$ cat src/rtl/adc_pkg.sv
// Shared definitions for the ADC sample packer: default widths, packing ratio,
// capture counter width and the capture FSM state encoding.
package adc_pkg;

  localparam int unsigned IN_DWIDTH_DEF  = 64;
  localparam int unsigned OUT_DWIDTH_DEF = 256;
  localparam int unsigned RATIO_DEF      = OUT_DWIDTH_DEF / IN_DWIDTH_DEF;
  localparam int unsigned CNT_W          = 32;

  typedef enum logic [1:0] {
    ST_IDLE    = 2'd0,
    ST_ARMED   = 2'd1,
    ST_CAPTURE = 2'd2,
    ST_DONE    = 2'd3
  } state_e;

endpackage

$ cat src/rtl/adc_sample_packer_if.sv
// ADC beat stream (AXI-Stream style, no backpressure in practice).
//   tdata  : raw ADC beat
//   tvalid : beat qualifier
//   tready : sink ready (the packer ties it high)
interface adc_sample_packer_if #(
  parameter int unsigned DWIDTH = adc_pkg::IN_DWIDTH_DEF
);

  logic [DWIDTH-1:0] tdata;
  logic              tvalid;
  logic              tready;

  modport master (output tdata, output tvalid, input tready);
  modport slave  (input tdata, input tvalid, output tready);

endinterface

$ cat src/rtl/adc_lane_packer.sv
// Packs RATIO consecutive accepted beats into one wide word, lane 0 at the LSBs.
// Ports:
//   clk_i, reset_ni : clock, async active-low reset (control state only)
//   clear_i         : synchronous lane counter clear
//   beat_valid_i    : accept beat_data_i into the current lane
//   beat_data_i     : input beat
//   word_o          : completed word, held between valid pulses (no reset)
//   word_valid_o    : one-cycle pulse, one cycle after the beat filling the last lane
module adc_lane_packer #(
  parameter int unsigned IN_DWIDTH  = 64,
  parameter int unsigned OUT_DWIDTH = 256
) (
  input  logic                  clk_i,
  input  logic                  reset_ni,
  input  logic                  clear_i,
  input  logic                  beat_valid_i,
  input  logic [IN_DWIDTH-1:0]  beat_data_i,
  output logic [OUT_DWIDTH-1:0] word_o,
  output logic                  word_valid_o
);

  localparam int unsigned RATIO  = OUT_DWIDTH / IN_DWIDTH;
  localparam int unsigned LANE_W = (RATIO > 1) ? $clog2(RATIO) : 1;

  logic [LANE_W-1:0]     lane_cnt_q;
  logic [OUT_DWIDTH-1:0] lane_buf_q;
  logic [OUT_DWIDTH-1:0] word_c;
  logic                  last_lane_c;

  assign last_lane_c = (lane_cnt_q == LANE_W'(RATIO - 1));

  // Buffer with the incoming beat merged into its lane.
  always_comb begin
    word_c = lane_buf_q;
    word_c[int'(lane_cnt_q) * IN_DWIDTH +: IN_DWIDTH] = beat_data_i;
  end

  // Lane counter and word strobe.
  always_ff @(posedge clk_i or negedge reset_ni) begin
    if (!reset_ni) begin
      lane_cnt_q   <= '0;
      word_valid_o <= 1'b0;
    end else begin
      word_valid_o <= beat_valid_i && last_lane_c;
      if (clear_i) begin
        lane_cnt_q <= '0;
      end else if (beat_valid_i) begin
        lane_cnt_q <= last_lane_c ? '0 : LANE_W'(lane_cnt_q + 1'b1);
      end
    end
  end

  // Wide data path kept reset-free; stale lanes are always overwritten before use.
  always_ff @(posedge clk_i) begin
    if (beat_valid_i) begin
      lane_buf_q <= word_c;
      if (last_lane_c) begin
        word_o <= word_c;
      end
    end
  end

endmodule

$ cat src/rtl/adc_sample_packer.sv
// ADC capture engine: arm / trigger / capture N packed words / done.
// Ports:
//   clk_i, reset_ni   : sole clock, async active-low reset
//   s_axis_adc        : ADC beat stream (slave), tready tied high
//   arm_i             : arm request, latches capture_len_i (IDLE only)
//   trigger_i         : capture start (ARMED only)
//   abort_i           : cancel capture from ARMED or CAPTURE
//   capture_len_i     : packed words minus one
//   adc_data_o        : packed word
//   adc_data_valid_o  : one-cycle qualifier per packed word
//   adc_capture_en_o  : high while the current capture is producing words
//   busy_o            : high outside IDLE
//   done_o            : one-cycle pulse after the final word
module adc_sample_packer
  import adc_pkg::*;
#(
  parameter int unsigned IN_DWIDTH  = IN_DWIDTH_DEF,
  parameter int unsigned OUT_DWIDTH = OUT_DWIDTH_DEF
) (
  input  logic                  clk_i,
  input  logic                  reset_ni,
  adc_sample_packer_if.slave    s_axis_adc,
  input  logic                  arm_i,
  input  logic                  trigger_i,
  input  logic                  abort_i,
  input  logic [CNT_W-1:0]      capture_len_i,
  output logic [OUT_DWIDTH-1:0] adc_data_o,
  output logic                  adc_data_valid_o,
  output logic                  adc_capture_en_o,
  output logic                  busy_o,
  output logic                  done_o
);

  state_e             state_q, state_d;
  logic [CNT_W-1:0]   word_cnt_q, word_cnt_d;
  logic [CNT_W-1:0]   len_q, len_d;
  logic               busy_d, done_d, capture_en_d;
  logic               beat_accept_c;
  logic               lane_clear_c;

  assign s_axis_adc.tready = 1'b1;

  // Abort wins over a beat that would complete a word.
  assign beat_accept_c = (state_q == ST_CAPTURE) && s_axis_adc.tvalid && !abort_i;
  assign lane_clear_c  = (state_q != ST_CAPTURE) || abort_i;

  adc_lane_packer #(
    .IN_DWIDTH  (IN_DWIDTH),
    .OUT_DWIDTH (OUT_DWIDTH)
  ) u_lane_packer (
    .clk_i        (clk_i),
    .reset_ni     (reset_ni),
    .clear_i      (lane_clear_c),
    .beat_valid_i (beat_accept_c),
    .beat_data_i  (s_axis_adc.tdata),
    .word_o       (adc_data_o),
    .word_valid_o (adc_data_valid_o)
  );

  // State and registered control outputs.
  always_ff @(posedge clk_i or negedge reset_ni) begin
    if (!reset_ni) begin
      state_q          <= ST_IDLE;
      word_cnt_q       <= '0;
      len_q            <= '0;
      busy_o           <= 1'b0;
      done_o           <= 1'b0;
      adc_capture_en_o <= 1'b0;
    end else begin
      state_q          <= state_d;
      word_cnt_q       <= word_cnt_d;
      len_q            <= len_d;
      busy_o           <= busy_d;
      done_o           <= done_d;
      adc_capture_en_o <= capture_en_d;
    end
  end

  // Next state; outputs follow the next state so they line up with it.
  always_comb begin
    state_d    = state_q;
    word_cnt_d = word_cnt_q;
    len_d      = len_q;
    unique case (state_q)
      ST_IDLE: begin
        if (arm_i) begin
          len_d   = capture_len_i;
          state_d = ST_ARMED;
        end
      end
      ST_ARMED: begin
        if (abort_i) begin
          state_d    = ST_IDLE;
          word_cnt_d = '0;
        end else if (trigger_i) begin
          state_d    = ST_CAPTURE;
          word_cnt_d = '0;
        end
      end
      ST_CAPTURE: begin
        if (abort_i) begin
          state_d    = ST_IDLE;
          word_cnt_d = '0;
        end else if (adc_data_valid_o) begin
          // Compare before incrementing so len 0xFFFFFFFF never wraps.
          if (word_cnt_q == len_q) begin
            state_d = ST_DONE;
          end else begin
            word_cnt_d = CNT_W'(word_cnt_q + 1'b1);
          end
        end
      end
      ST_DONE: begin
        state_d = ST_IDLE;
      end
      default: begin
        state_d = ST_IDLE;
      end
    endcase
    busy_d       = (state_d != ST_IDLE);
    done_d       = (state_d == ST_DONE);
    capture_en_d = (state_d == ST_CAPTURE);
  end

endmodule

$ cat src/flat_wrapper.sv
// flat-port wrapper written by rule: the top's interface ports become plain ports
module adc_sample_packer_flat import adc_pkg::*;
#(
  parameter int unsigned IN_DWIDTH  = IN_DWIDTH_DEF,
  parameter int unsigned OUT_DWIDTH = OUT_DWIDTH_DEF
)
  (clk_i, reset_ni, arm_i, trigger_i, abort_i, capture_len_i, adc_data_o, adc_data_valid_o, adc_capture_en_o, busy_o, done_o, s_axis_adc_tdata, s_axis_adc_tvalid, s_axis_adc_tready);
  adc_sample_packer_if #(.DWIDTH((64))) s_axis_adc_i ();
  input  logic clk_i;
  input  logic reset_ni;
  input  logic arm_i;
  input  logic trigger_i;
  input  logic abort_i;
  input  logic [CNT_W-1:0] capture_len_i;
  output logic [OUT_DWIDTH-1:0] adc_data_o;
  output logic adc_data_valid_o;
  output logic adc_capture_en_o;
  output logic busy_o;
  output logic done_o;
  input wire logic [$bits(s_axis_adc_i.tdata)-1:0] s_axis_adc_tdata;
  input wire logic [$bits(s_axis_adc_i.tvalid)-1:0] s_axis_adc_tvalid;
  output wire logic [$bits(s_axis_adc_i.tready)-1:0] s_axis_adc_tready;
  assign s_axis_adc_i.tdata = s_axis_adc_tdata;
  assign s_axis_adc_i.tvalid = s_axis_adc_tvalid;
  assign s_axis_adc_tready = s_axis_adc_i.tready;
  adc_sample_packer #(.IN_DWIDTH(IN_DWIDTH), .OUT_DWIDTH(OUT_DWIDTH)) u_core (.clk_i(clk_i), .reset_ni(reset_ni), .s_axis_adc(s_axis_adc_i), .arm_i(arm_i), .trigger_i(trigger_i), .abort_i(abort_i), .capture_len_i(capture_len_i), .adc_data_o(adc_data_o), .adc_data_valid_o(adc_data_valid_o), .adc_capture_en_o(adc_capture_en_o), .busy_o(busy_o), .done_o(done_o));
endmodule
$ cat config.mk
export PLATFORM = sky130hd
export DESIGN_NAME = adc_sample_packer_flat
export DESIGN_NICKNAME = d
export VERILOG_FILES = /design/src/rtl/adc_pkg.sv /design/src/rtl/adc_sample_packer_if.sv /design/src/rtl/adc_lane_packer.sv /design/src/rtl/adc_sample_packer.sv /design/src/flat_wrapper.sv
export SDC_FILE = /design/constraint.sdc
export NUM_CORES = 1
export LEC_CHECK = 0
export ABC_AREA = 1
export BUFFER_PORTS_ARGS = -buffer_cell sky130_fd_sc_hd__buf_2
export CAP_MARGIN = 20
export CORE_MARGIN = 3
export CORE_UTILIZATION = 40
export CTS_CLUSTER_SIZE = 40
export DETAILED_ROUTE_END_ITERATION = 10
export PLACE_DENSITY = 0.6
export SYNTH_ARGS = -nofsm -noshare
export SYNTH_HDL_FRONTEND = slang
export SYNTH_SLANG_ARGS = --single-unit
$ cat constraint.sdc
create_clock -name clk_i -period 34.4 [get_ports clk_i]
set_input_delay 6.88 -clock clk_i [delete_from_list [all_inputs] [get_ports clk_i]]
set_output_delay 6.88 -clock clk_i [all_outputs]
set_load 0.05 [all_outputs]
[Word-level counts from Yosys, hierarchy flattened]
Cells that the tools add are included.
Cells by class
  reductions and logical operators: 12
  multiplexer cells: 17
  shift-type cells: 2
  equal/unequal tests: 11
  add/sub/neg operators: 3
Operator list (count)
  256-bit bitwise mux: 1
  64-bit by 34-bit variable shift with 256-bit output, first input constant: 1
  64-bit by 34-bit variable part select with 256-bit output: 1
  32-bit 2-to-1 mux: 5
  32-bit case mux with 2 select lines: 1
  8-bit negator with 34-bit output: 1
  32-bit by 1-bit adder with 32-bit output, second input constant: 1
  32-bit == test: 1
  2-bit 2-to-1 mux: 9
  2-bit == test, second input constant: 5
  3-bit inequality test, second input constant: 3
  2-bit case mux with 4 select lines: 1
  2-bit nonzero test: 3
  2-bit AND reduction: 2
  4-bit AND reduction: 1
  1-bit logical AND: 3
  2-bit by 1-bit adder with 2-bit output, second input constant: 1
  2-bit by 1-bit == test with 1-bit output, second input constant: 1
  2-bit logical NOT: 1
  2-bit inequality test, second input constant: 1
  1-bit logical NOT: 1
  1-bit logical OR: 1
Storage, ports and cells
  register bits after elaboration: 584
  logic and storage cells: 55

[Longest topological paths before layout]
  depth in word-level cells: 6
  depth in mapped cells: 13
  mapped depth without buffers: 12

[Modules after synthesis]
A second synthesis with hierarchy kept.
Unflattened totals
  cell total of the unflattened synthesis: 2147
  area total of the unflattened synthesis: 24061.8 sq um
Modules (own cells, without submodules)
  adc_lane_packer: area an instance 19784.0 sq um, times used 1, cells an instance 1584
  adc_sample_packer: area an instance 4277.9 sq um, times used 1, cells an instance 563

[Worst setup path after synthesis]
OpenSTA, ideal clock, no wires.
  path kind: input to register
  start: input abort_i
  end: register u_core.u_lane_packer.word_valid_o
  setup time: 1.231 ns
  path slack: 3.691 ns
  stages: 5
  required time: 33.169 ns
  buffers on the path: 0
  data arrival time: 29.478 ns
  path through: nor2_2 -> inv_1 -> nor2_1 -> inv_1 -> nor2_1
Between the ends
  word-level cells in the longest chain between the ends: 3
RTL lines
  start, declared: RTL line flat_wrapper.sv:13  | input logic abort_i;
  1-bit logical NOT: RTL line adc_sample_packer.sv:44  | assign beat_accept_c = (state_q == ST_CAPTURE) && s_axis_adc.tvalid && !abort_i;
  1-bit logical AND: RTL line adc_sample_packer.sv:44
  via u_core.beat_accept_c: RTL line adc_sample_packer.sv:38  | logic beat_accept_c;
  1-bit logical AND: RTL line adc_lane_packer.sv:44  | word_valid_o <= beat_valid_i && last_lane_c;
  end signal, assigned: RTL line adc_lane_packer.sv:44
  end, declared: RTL line adc_lane_packer.sv:19  | output logic word_valid_o
The timed path passes the listed nets, and every way through them passes these cells.
A chain may end at the register's enable or synchronous reset.

[Worst setup path after layout]
  start: input abort_i
  end: register u_core.u_lane_packer.word_o[126] (enable)
Between the ends
  word-level cells in the longest chain between the ends: 3
RTL lines
  1-bit logical NOT: RTL line adc_sample_packer.sv:44
  1-bit logical AND: RTL line adc_sample_packer.sv:44
  via u_core.beat_accept_c: RTL line adc_sample_packer.sv:38
  2-bit AND reduction (no line)
  end signal, assigned: RTL line adc_lane_packer.sv:58  | word_o <= word_c;
  end, declared: RTL line adc_lane_packer.sv:18  | output logic [OUT_DWIDTH-1:0] word_o,
The timed path passes the listed nets, and every way through them passes these cells.

==> reports/metrics.yaml <==
outcome:
  outcome: "finished clean"
drt:
  routed_wl_mm: 59.3
  via_count: 15100
  routedWlPerCell_microns: 19.8
  avgViaCountPerCell: 5.06
  drc: 0
  drt-pass1-iter-count: 5
  drt_iter0_drc: 1087
  detail-route-antenna-nets: 0
clock_network:
  insertion_delay_ns: 0.61
  clock_sinks: 584
  clk_pin_slew_ns: 0.06
  clk_path_buf_depth: 3
  clock-root-buffer: "clkbuf_16"
  cts_setup_buffers: 0
  cts_hold_buffers: 0
  ctsResizeCount: 0
  cts_tree: "done"
  htreeDepth: 2
  cts_buffers: 60
sta:
  fin_crit_ns: 9.71
  fmax_mhz: 103
  setup_viol: 0
  slew_headroom_pct: 25.2
  hold_viol_final: 0
  period_share_pct: 28.2
  finClkSkew_ns: 0.0187
  grt_setup_unrepaired: "no"
  setup_ws_ns: 24.69
  drv_slew: 0
  tns_ns: 0
  worst_pin_slew_ns: 1.12
setup_path:
  crit_arrival_ns: 9.93
  crit_type: "input pin to flop"
  cp_num_buf_inv: 5
  crit_path_cell_trace: "buf_2 > nor2_2 > inv_1 > nor2_4 > inv_1 > nor2_4 > buf_12 > buf_4"
  rr_worst_depth: 6
  max_stage_delay_ns: 0.91
  slowest_stage: "buf_4"
  r2r_start: "u_core.u_lane_packer.lane_cnt_q[0]$_DFFE_PN0P_"
  worstPathMaxFanout: 173
  start_kind: "input pin"
  worstPathRequired_ns: 34.62
  r2r_setup_slack_ns: 30.26
  setup.worst_path.end_class: "flop"
  critical_path.top_delay_family: "buffers and inverters"
  r2r_end: "u_core.u_lane_packer.word_o[126]$_DFFE_PP_"
global_route:
  grt_pass1_wl_mm: 89.5
  grt_pass1_vias: 15100
  antenna_found_initial: 4
  gr-total-overflow: 0
  grt_max_degree: 174
  grt_util_all_layers_pct: 19.1
logic_synthesis:
  postSynthCellCount: 1826
  synth.most_common_cell: "edfxtp_1"
  netlist_area_sq_um: 23100
  synthMuxAreaShare_pct: 1.12
  synth_xor_area_share_pct: 1.17
  ys_top_cells_by_area: "edfxtp_1, dfrtp_1, o22ai_1"
  synth_flop_cell: "edfxtp_1"
  synth_compound_area_share_pct: 7.30
  yosys.area.top_type: "edfxtp_1"
  ys_top_cells_by_count: "edfxtp_1, inv_1, o22ai_1"
  yosysSeqAreaShare_pct: 74.3
  ys_types: 31
  synth_edf_count: 512
  syn_nets: 1935
  ys.warnings.count: 0
  synth-async-reset-ratio_pct: 12.3
  synth_top_family_by_area: "simple AND/OR/NAND/NOR gates"
  ys_seq_elements: 584
  avgSynthCellArea_sq_um: 12.7
  synthAdderAreaFrac_pct: 0.379
  synth_top_area_share_pct: 66.5
  synth-simple-area-share_pct: 8.21
finish:
  nets: 2293
  syn_to_final_growth_pct: 20.5
  drive_gt1_share_pct: 23.4
  antenna_cells: 0
  final_area_sq_um: 27900
worst_hold_path:
  holdPathEnd: "u_core.len_q[12]$_DFFE_PN0P_"
  hold-path-cell-count: 1
  worstHoldStart: "u_core.len_q[12]$_DFFE_PN0P_"
  hp-class: "flop to flop"
place:
  portBuffers: 361
  dpl_cell_area_sq_um: 25700
  finalWeightedCongestion: 0.896
  hpwl_mm: 37.1
  dp_slack_ns: 24.09
die:
  start_util_pct: 40.7
  die_area_sq_um: 60700
  coreArea_sq_um: 56800
  io_pins: 363
  die_w_microns: 246
  die_y_microns: 246
  num_rows: 87
pwr:
  irDropWorstVdd_v: 0.0000397
  p_leak_nw: 11.1
  power.density_nw_per_um2: 55.6
job:
  maxCapViolCount: 0
## power by group
group | leakage [nW] | switching [mW] | total, mW | internal (mW)
logic | 4.56 | 0.0478 | 0.0767 | 0.0289
registers | 5.53 | 0.00830 | 0.794 | 0.786
clock network | 0.992 | 0.272 | 0.680 | 0.407
## registers in the layout (all words and copies together), names as in the netlist
signal / count
u_core.word_cnt_q: 32
u_core.u_lane_packer.word_o: 256
u_core.state_q: 2
u_core.len_q: 32
u_core.adc_capture_en_o: 1
u_core.u_lane_packer.word_valid_o: 1
u_core.u_lane_packer.lane_buf_q: 256
u_core.busy_o: 1
u_core.u_lane_packer.lane_cnt_q: 2
u_core.done_o: 1
## kinds of logic (layout without fill, tap and decap cells)
family | Yosys count | count (layout)
compound gates | 272 | 272
xor+xnor | 31 | 31
fa+ha+maj | 7 | 7
buf+inv | 452 | 858
flops | 584 | 584
mux | 23 | 23
other cells | 1 | 1
simple gates | 456 | 456
## placed cells by master (no fill, tap or decap), drive strengths merged, types with 2 or more instances in the layout
| cell | Yosys | layout |
|---|---|---|
| a21o | 2 | 2 |
| a21oi | 9 | 9 |
| buf | 20 | 377 |
| bufinv | 0 | 11 |
| clkbuf | 61 | 72 |
| clkinv | 0 | 18 |
| clkinvlp | 0 | 7 |
| dfrtp | 72 | 72 |
| edfxtp | 512 | 512 |
| ha | 7 | 7 |
| inv | 371 | 373 |
| mux2 | 23 | 23 |
| nand2 | 260 | 260 |
| nand3 | 74 | 74 |
| nand4 | 7 | 7 |
| nor2 | 98 | 98 |
| nor3 | 10 | 10 |
| nor4 | 3 | 3 |
| o21ai | 3 | 3 |
| o22ai | 257 | 257 |
| or2 | 4 | 4 |
| xnor2 | 27 | 27 |
| xor2 | 4 | 4 |
## stage by stage
step	power [mW]	hold slack (ns)	util, %	std cells
floorplan	0.862	0.501	-	1826
global placement	0.881	0.510	45.3	2875
detailed placement	0.885	0.515	45.3	2875
CTS	1.56	0.528	48.9	2985
global route	1.61	0.534	49.0	2988
finish	1.55	0.524	49.0	2988
## cell type report
type                            count  area, sq um
Fill cell                        5087        29000
Clock buffer                       72         1570
Multi-Input combinational cell    790         4300
Sequential cell                   584        17200
Tap cell                          756          946
Timing Repair Buffer              377         1980
Inverter                          371         1390
Clock inverter                     38          494
## how the worst max path moves through the flow
stage             from                                          end  slack [ns]  cells past startpoint
6_report       abort_i   u_core.u_lane_packer.word_o[126]$_DFFE_PP_       24.69                      8
5_1_grt        abort_i    u_core.u_lane_packer.word_o[71]$_DFFE_PP_       24.40                      8
4_1_cts        abort_i   u_core.u_lane_packer.word_o[185]$_DFFE_PP_       24.74                      8
3_5_place_dp   abort_i   u_core.u_lane_packer.word_o[189]$_DFFE_PP_       24.09                      8
3_3_place_gp   abort_i   u_core.u_lane_packer.word_o[189]$_DFFE_PP_       24.17                      8
2_1_floorplan  abort_i  u_core.u_lane_packer.word_valid_o$_DFF_PN0_        3.69                      5
## routing by layer
metal | global-route usage, % | vias up | part of all wire, %
met5 | 0 | - | 0.062
met4 | 5.70 | 8 | 2.6
met3 | 4.15 | 90 | 7.2
met2 | 31.3 | 521 | 48
met1 | 25.7 | 7494 | 42
li1 | - | 7016 | -
(Power assumes the default switching activity.)
